## src/rtl/config_pkg.sv

```systemverilog
// config_pkg
//
// Shared definitions for the configuration read-back path: default bit
// timing, the number of 16-bit words in a configuration set, the state
// encodings of the main sequencer and of the byte transmitter, and the
// odd-parity helper that config_manager also uses on its receive side.
//
// Optional feature macro: CONFIG_REPORTER_CHECKSUM_EN
//   defined   -> an extra checksum frame follows the ten data frames
//   undefined -> exactly ten data frames are sent
package config_pkg;

    localparam int CLKS_PER_BIT_DEFAULT = 434;
    localparam int NUM_PALAVRAS         = 5;
    localparam int NUM_BYTES            = 2 * NUM_PALAVRAS;

`ifdef CONFIG_REPORTER_CHECKSUM_EN
    localparam int TOTAL_QUADROS = NUM_BYTES + 1;
`else
    localparam int TOTAL_QUADROS = NUM_BYTES;
`endif

    // Main sequencer states; the numeric values are visible on db_estado.
    typedef enum logic [3:0] {
        INICIAL   = 4'd0,
        CARREGA   = 4'd1,
        TRANSMITE = 4'd2,
        PROXIMO   = 4'd3,
        FIM       = 4'd4
    } estado_t;

    // Byte transmitter states, one per section of the serial frame.
    typedef enum logic [2:0] {
        OCIOSO   = 3'd0,
        INICIO   = 3'd1,
        DADOS    = 3'd2,
        PARIDADE = 3'd3,
        PARADA   = 3'd4,
        ESPACO   = 3'd5
    } estado_tx_t;

    // Odd parity: data plus the returned bit always holds an odd number of ones.
    function automatic logic paridade_impar(input logic [7:0] dado);
        return ~^dado;
    endfunction

endpackage

```

## src/rtl/uart_tx_byte.sv

```systemverilog
// uart_tx_byte
//
// Sends one byte as an 11-bit UART frame (start 0, 8 data bits LSB first,
// odd parity, stop 1) followed by GAP_BITS idle bit-times with the line high.
// Every bit lasts exactly CLKS_PER_BIT clocks.
//
// Ports:
//   clock     in   system clock
//   reset     in   asynchronous, active-low reset
//   partida   in   start request, only looked at while idle
//   dado      in   byte to send, captured together with partida
//   tx_serial out  UART line, idle high, registered
//   pronto    out  one-clock pulse in the last clock of the trailing gap
//
// Parameters: CLKS_PER_BIT (at most 512, tick counter is 9 bits),
//             GAP_BITS (0..8).
import config_pkg::*;

module uart_tx_byte #(
    parameter int CLKS_PER_BIT = CLKS_PER_BIT_DEFAULT,
    parameter int GAP_BITS     = 1
) (
    input  logic       clock,
    input  logic       reset,
    input  logic       partida,
    input  logic [7:0] dado,
    output logic       tx_serial,
    output logic       pronto
);

    localparam logic [8:0] TICK_MAX = 9'(CLKS_PER_BIT - 1);
    localparam logic [2:0] GAP_MAX  = 3'(GAP_BITS - 1);

    estado_tx_t estado, estado_prox;
    logic [8:0] contador_tick, tick_prox;
    logic [2:0] indice_bit, indice_prox;
    logic [7:0] dado_reg, dado_prox;
    logic       paridade_reg, paridade_prox;
    logic       tx_prox;
    logic       fim_bit;

    assign fim_bit = (contador_tick == TICK_MAX);

    // All transmitter state is registered, including the line itself so the
    // UART output never glitches; reset forces the line high at once.
    always_ff @(posedge clock or negedge reset) begin
        if (!reset) begin
            estado        <= OCIOSO;
            contador_tick <= '0;
            indice_bit    <= '0;
            dado_reg      <= '0;
            paridade_reg  <= 1'b0;
            tx_serial     <= 1'b1;
        end else begin
            estado        <= estado_prox;
            contador_tick <= tick_prox;
            indice_bit    <= indice_prox;
            dado_reg      <= dado_prox;
            paridade_reg  <= paridade_prox;
            tx_serial     <= tx_prox;
        end
    end

    // Next-state logic. The line value is computed for the state being
    // entered, so it changes on the same edge as the state. Data bits are
    // taken from a right-shifting copy of the byte, which is why parity is
    // computed at capture time rather than at the end.
    always_comb begin
        estado_prox   = estado;
        tick_prox     = contador_tick + 9'd1;
        indice_prox   = indice_bit;
        dado_prox     = dado_reg;
        paridade_prox = paridade_reg;
        tx_prox       = tx_serial;
        pronto        = 1'b0;

        case (estado)
            OCIOSO: begin
                tick_prox   = '0;
                indice_prox = '0;
                tx_prox     = 1'b1;
                if (partida) begin
                    estado_prox   = INICIO;
                    dado_prox     = dado;
                    paridade_prox = paridade_impar(dado);
                    tx_prox       = 1'b0;
                end
            end

            INICIO: begin
                if (fim_bit) begin
                    tick_prox   = '0;
                    indice_prox = '0;
                    estado_prox = DADOS;
                    tx_prox     = dado_reg[0];
                end
            end

            DADOS: begin
                if (fim_bit) begin
                    tick_prox = '0;
                    if (indice_bit == 3'd7) begin
                        estado_prox = PARIDADE;
                        tx_prox     = paridade_reg;
                    end else begin
                        indice_prox = indice_bit + 3'd1;
                        dado_prox   = {1'b0, dado_reg[7:1]};
                        tx_prox     = dado_reg[1];
                    end
                end
            end

            PARIDADE: begin
                if (fim_bit) begin
                    tick_prox   = '0;
                    estado_prox = PARADA;
                    tx_prox     = 1'b1;
                end
            end

            PARADA: begin
                if (fim_bit) begin
                    tick_prox   = '0;
                    indice_prox = '0;
                    if (GAP_BITS == 0) begin
                        estado_prox = OCIOSO;
                        pronto      = 1'b1;
                    end else begin
                        estado_prox = ESPACO;
                    end
                end
            end

            ESPACO: begin
                if (fim_bit) begin
                    tick_prox = '0;
                    if (indice_bit == GAP_MAX) begin
                        estado_prox = OCIOSO;
                        pronto      = 1'b1;
                    end else begin
                        indice_prox = indice_bit + 3'd1;
                    end
                end
            end

            default: begin
                estado_prox = OCIOSO;
                tick_prox   = '0;
                tx_prox     = 1'b1;
            end
        endcase
    end

endmodule

```

## src/rtl/config_reporter.sv

```systemverilog
// config_reporter
//
// Reads back the active configuration set over UART. A request pulse
// snapshots the four temperature limits and the humidity limit, then sends
// them as low byte / high byte pairs in the order temp_lim1..temp_lim4,
// umidade_lim, using the frame format config_manager accepts on rx_serial.
//
// Ports:
//   clock           in   system clock (50 MHz)
//   reset           in   asynchronous, active-low reset
//   enviar_config   in   start request, one clock high
//   temp_lim1_in..temp_lim4_in, umidade_lim_in   in   16-bit limits
//   tx_serial       out  UART line, idle high
//   ocupado         out  high from request acceptance until pronto_envio
//   pronto_envio    out  one-clock pulse after the last frame and its gap
//   db_estado       out  main FSM state for debug
//
// Optional feature macro: CONFIG_REPORTER_CHECKSUM_EN appends an 11th frame
// carrying the XOR of the ten data bytes.
import config_pkg::*;

module config_reporter #(
    parameter int CLKS_PER_BIT = CLKS_PER_BIT_DEFAULT,
    parameter int GAP_BITS     = 1
) (
    input  logic        clock,
    input  logic        reset,
    input  logic        enviar_config,
    input  logic [15:0] temp_lim1_in,
    input  logic [15:0] temp_lim2_in,
    input  logic [15:0] temp_lim3_in,
    input  logic [15:0] temp_lim4_in,
    input  logic [15:0] umidade_lim_in,
    output logic        tx_serial,
    output logic        ocupado,
    output logic        pronto_envio,
    output logic [3:0]  db_estado
);

    localparam logic [3:0] TOTAL_QUADROS_4 = 4'(TOTAL_QUADROS);

    estado_t                      estado, estado_prox;
    logic [16*NUM_PALAVRAS-1:0]   registrador;
    logic [3:0]                   contador_bytes;
    logic [3:0]                   contador_incr;
    logic [7:0]                   dado_tx;
    logic                         partida;
    logic                         pronto_tx;

    assign contador_incr = contador_bytes + 4'd1;

    // Main state register.
    always_ff @(posedge clock or negedge reset) begin
        if (!reset) begin
            estado <= INICIAL;
        end else begin
            estado <= estado_prox;
        end
    end

    // Sequencing and status outputs. partida is simply held for the whole
    // of TRANSMITE: the transmitter only samples it while idle, and the only
    // idle cycle it sees in TRANSMITE is the first one, so each visit starts
    // exactly one frame.
    always_comb begin
        estado_prox  = estado;
        partida      = 1'b0;
        ocupado      = 1'b0;
        pronto_envio = 1'b0;

        case (estado)
            INICIAL: begin
                if (enviar_config) begin
                    estado_prox = CARREGA;
                end
            end

            CARREGA: begin
                ocupado     = 1'b1;
                estado_prox = TRANSMITE;
            end

            TRANSMITE: begin
                ocupado = 1'b1;
                partida = 1'b1;
                if (pronto_tx) begin
                    estado_prox = PROXIMO;
                end
            end

            PROXIMO: begin
                ocupado = 1'b1;
                if (contador_incr < TOTAL_QUADROS_4) begin
                    estado_prox = TRANSMITE;
                end else begin
                    estado_prox = FIM;
                end
            end

            FIM: begin
                pronto_envio = 1'b1;
                estado_prox  = INICIAL;
            end

            default: begin
                estado_prox = INICIAL;
            end
        endcase
    end

    assign db_estado = 4'(estado);

`ifdef CONFIG_REPORTER_CHECKSUM_EN
    logic [7:0] checksum;

    // Snapshot and byte stepping, plus a running XOR of every byte that has
    // left the shift register. By the time the checksum frame is due the
    // shift register is empty, so the extra XOR of zero afterwards is harmless.
    always_ff @(posedge clock or negedge reset) begin
        if (!reset) begin
            registrador    <= '0;
            contador_bytes <= '0;
            checksum       <= '0;
        end else begin
            case (estado)
                CARREGA: begin
                    registrador    <= {umidade_lim_in, temp_lim4_in, temp_lim3_in,
                                       temp_lim2_in, temp_lim1_in};
                    contador_bytes <= '0;
                    checksum       <= '0;
                end
                PROXIMO: begin
                    registrador    <= registrador >> 8;
                    contador_bytes <= contador_incr;
                    checksum       <= checksum ^ registrador[7:0];
                end
                default: begin
                end
            endcase
        end
    end

    assign dado_tx = (contador_bytes == 4'(NUM_BYTES)) ? checksum : registrador[7:0];
`else
    // Snapshot and byte stepping. The snapshot is taken once in CARREGA, so
    // later input changes never reach the frames already scheduled.
    always_ff @(posedge clock or negedge reset) begin
        if (!reset) begin
            registrador    <= '0;
            contador_bytes <= '0;
        end else begin
            case (estado)
                CARREGA: begin
                    registrador    <= {umidade_lim_in, temp_lim4_in, temp_lim3_in,
                                       temp_lim2_in, temp_lim1_in};
                    contador_bytes <= '0;
                end
                PROXIMO: begin
                    registrador    <= registrador >> 8;
                    contador_bytes <= contador_incr;
                end
                default: begin
                end
            endcase
        end
    end

    assign dado_tx = registrador[7:0];
`endif

    uart_tx_byte #(
        .CLKS_PER_BIT (CLKS_PER_BIT),
        .GAP_BITS     (GAP_BITS)
    ) u_tx (
        .clock     (clock),
        .reset     (reset),
        .partida   (partida),
        .dado      (dado_tx),
        .tx_serial (tx_serial),
        .pronto    (pronto_tx)
    );

endmodule

```

## config.mk

```make
export PLATFORM = sky130hd
export DESIGN_NAME = config_reporter
export DESIGN_NICKNAME = d
export VERILOG_FILES = /design/src/rtl/config_pkg.sv /design/src/rtl/uart_tx_byte.sv /design/src/rtl/config_reporter.sv
export SDC_FILE = /design/constraint.sdc
export NUM_CORES = 1
export LEC_CHECK = 0
export ABC_AREA = 1
export BUFFER_PORTS_ARGS = -buffer_cell sky130_fd_sc_hd__buf_2
export CELL_PAD_IN_SITES_DETAIL_PLACEMENT = 2
export CELL_PAD_IN_SITES_GLOBAL_PLACEMENT = 2
export CORE_ASPECT_RATIO = 1.5
export CORE_MARGIN = 1.5
export CORE_UTILIZATION = 35
export CTS_CLUSTER_DIAMETER = 120
export DETAILED_ROUTE_END_ITERATION = 8
export PLACE_DENSITY = 0.88
export SLEW_MARGIN = 10
export SYNTH_ARGS = -nofsm -noshare
export SYNTH_HDL_FRONTEND = slang
export SYNTH_SLANG_ARGS = --single-unit
```

## constraint.sdc

```tcl
create_clock -name clock -period 2.35 [get_ports clock]
set_input_delay 0.1175 -clock clock [delete_from_list [all_inputs] [get_ports clock]]
set_output_delay 0.1175 -clock clock [all_outputs]
set_load 0.01 [all_outputs]
```

==> summary.txt <==
status - finished, violations left
failing checks - hold timing
MaxCap Viol Count - 0
Cells after Synth - 660
CP Buf/Inv Count - 1
Slowest-stage cell, CP - dfrtp_1
max FFs per register - 80
Syn Area/Cell - 8.11 sq um
synthesized area - 5360 sq um
CTS Sinks - 112
most frequent cells after synthesis - 281 x nand2_1, 111 x dfrtp_1, 64 x nand3_1, 45 x inv_1, 23 x nor2_1
met1 usage - 29.4%
Setup CP Type - reg -> reg
most frequent CP cell - nand2_1
GRT met2 Usage - 54.3%
CP endpoint kind - register
TritonCTS Buffers - 9
unrepaired setup endpoints after global routing - false
clk_lat worst skew - 0.38 ns
GPL Wtd Cong - 0.787
Yosys Warn Count - 0
Pleak - 3.39 nW
Final Cycle Share - 74.8%
setup tns final - 0 ns
DRC errors left - 0
R2R setup slack - 0.59 ns
Pwr Density - 1260 nW/um^2
hold path start - umidade_lim_in[9]
top-area cell type share of the netlist area - 51.9%
worst r2r src - u_tx.estado[0]$_DFFE_PN0P_
final hold vios - 3
area of the core - 15,000 sq um
grt total ovfl - 0
reg-to-reg endpoint - u_tx.dado_reg[1]$_DFFE_PN0P_
H-Tree Depth - 3
largest cells by area after synthesis - dfrtp_1 52%, nand2_1 20%, nand3_1 6.0%, inv_1 3.2%, o211ai_1 2.1%
hold crit path type - in -> reg
Worst-path clk slew - 0.08 ns
Hold WS - -0.00226 ns
P&R area growth vs syn - 26.7%
Vias - 5,203
Syn Nets - 749
die area - 16,100 sq um
Hold EP - registrador[73]$_DFFE_PN0P_
post_cts resized - 0
die width - 104 um
worst-margin pin slew - 0.769 ns
Die H - 154 um
clk root buf - clkbuf_16
DR iter-0 viols - 177
post-synth top area cell - dfrtp_1
Final setup viols - 0
Max Transition Viols Final - 0
R2R depth - 7
Yosys cell types - 34
Total GRT Usage - 28.0%
first-pass GRT wire length - 34.1 mm
Final ANT Viol Nets - 0
Async SR Flop Fraction - 100%
crit path cell chain - nor2_4 > nand2_4 > clkinv_2 > a21oi_4 > nand2_2 > nand2_1 > nand2_1
M3 GR Usage - 4.05%
CP Max Fanout - 16
n_diodes - 0
delay-heaviest family, CP - flip-flops
initial core utilization - 35.7%
Slew HR - 48.7%
sequential area share after synthesis - 52.4%
total setup buffers inserted after CTS - 0
nets - 877
initial antenna violation count - 0
WL/cell - 22.0 um
DP HPWL - 12.1 mm
I/O Buffers - 88
Post-synth EDFFs - 0
largest net degree at the start of global routing - 54
vias in the first global route - 6,125
skew final - 0.0207 ns
crit path DAT - 2.01 ns
Worst path max stage delay - 0.60 ns
Worst Hold Depth - 3
layout cell share with drive strength beyond 1 - 17.4%
Peak VDD IR - 0.469 mV
WP data required - 2.60 ns
busiest layer in global routing - met2
CP startpoint kind - register
cell with the most instances after synthesis - nand2_1
vias per cell - 5.24
min Tclk post-route - 1.76 ns
Ports - 90
Site Rows - 55
final wirelength - 21.8 mm
Post-synth top flop - dfrtp_1
f_max - 0.569 GHz
synthesis-stage register bit count - 112
CTS tree - yes
Initial DRT Pass Iterations - 4
Max Root-Sink Buffers - 2
worst min-delay path, cell delays in order:
cell	delay [ns]
buf_2	0.08
nand2_1	0.05
o21ai_0	0.07
metal layers:
| metal | wire [um] | vias to the layer above |
|---|---|---|
| met2 | 12300 | 123 |
| li1 | - | 2365 |
| met5 | 0 | - |
| met4 | 877 | 0 |
| met1 | 8050 | 2663 |
| met3 | 617 | 52 |
what timing repair did:
| action | CTS | global route |
|---|---|---|
| setup endpoints to repair | 0 | 0 |
| endpoints found under the hold margin | 95 | 0 |
| hold buffers | 47 | 0 |
power by group:
group / internal, mW / total, mW / switching [mW]
sequential: 2.72 / 3.36 / 0.639
clock: 0.749 / 1.61 / 0.858
combinational: 1.19 / 3.60 / 2.41
cell families (layout without fill, tap and decap cells):
logic type	count (synthesis)	count (layout)	share of synthesized area (%)
compound gates	60	60	7.73
xor+xnor	4	4	0.654
buf+inv	80	213	6.45
simple gates	397	397	31.3
flops	112	112	52.4
fa+ha+maj	6	6	1.40
other cells	1	1	0.0700
per-stage QoR:
| step | cells | utilization (%) | power, mW | setup slack, ns | cell area [sq um] |
|---|---|---|---|---|---|
| 2_1_floorplan | 660 | - | 5.48 | 0.943 | 5360 |
| 4_1_cts | 992 | 45.2 | 8.30 | 0.586 | 6780 |
| 3_3_place_gp | 929 | 40.2 | 6.23 | 0.699 | 6020 |
| 6_report | 992 | 45.2 | 8.57 | 0.592 | 6780 |
| 3_5_place_dp | 929 | 40.2 | 6.57 | 0.596 | 6020 |
| 5_1_grt | 992 | 45.2 | 9.10 | 0.467 | 6780 |
placed cells by master, fill, tap and decap left out:
cell type	n
buf_12	4
nand3_2	2
dfrtp_1	111
nor2_2	2
buf_2	87
nand2_2	4
clkinvlp_4	1
clkinv_4	2
dfstp_2	1
a21oi_1	9
inv_2	6
a21oi_4	1
a21boi_0	2
nand2_1	281
nand4_1	6
nand2_4	2
clkbuf_16	9
conb_1	1
a22o_1	7
and2_1	1
nor3b_1	3
nor2_1	23
nor2_4	4
o221ai_1	8
nor3_1	5
inv_8	3
buf_4	7
o21ai_0	17
inv_1	45
clkinv_2	2
ha_1	6
a21oi_2	1
nand3_1	64
xor2_1	3
xnor2_1	1
dlygate4sd3_1	47
o211ai_1	15
cell type report:
type | instances | area, sq um
flip-flops and latches | 112 | 2800
well taps | 199 | 249
inverters | 52 | 196
multi-input cells | 468 | 2210
clock buffers | 9 | 225
repair buffers | 145 | 1040
fillers | 1668 | 8220
clock inverters | 7 | 63.8
how the worst max path moves through the flow:
| stage | from | to | cells after the start |
|---|---|---|---|
| after floorplan | u_tx.indice_bit[0]$_DFFE_PN0P_ | u_tx.dado_reg[0]$_DFFE_PN0P_ | 9 |
| after global placement | u_tx.estado[0]$_DFFE_PN0P_ | u_tx.dado_reg[6]$_DFFE_PN0P_ | 7 |
| after detailed placement | u_tx.estado[0]$_DFFE_PN0P_ | u_tx.dado_reg[2]$_DFFE_PN0P_ | 7 |
| after CTS | u_tx.estado[0]$_DFFE_PN0P_ | u_tx.dado_reg[2]$_DFFE_PN0P_ | 7 |
| after global routing | u_tx.estado[0]$_DFFE_PN0P_ | u_tx.dado_reg[2]$_DFFE_PN0P_ | 7 |
| final | u_tx.estado[0]$_DFFE_PN0P_ | u_tx.dado_reg[1]$_DFFE_PN0P_ | 7 |
No activity file was read; power rests on OpenSTA's default activity.
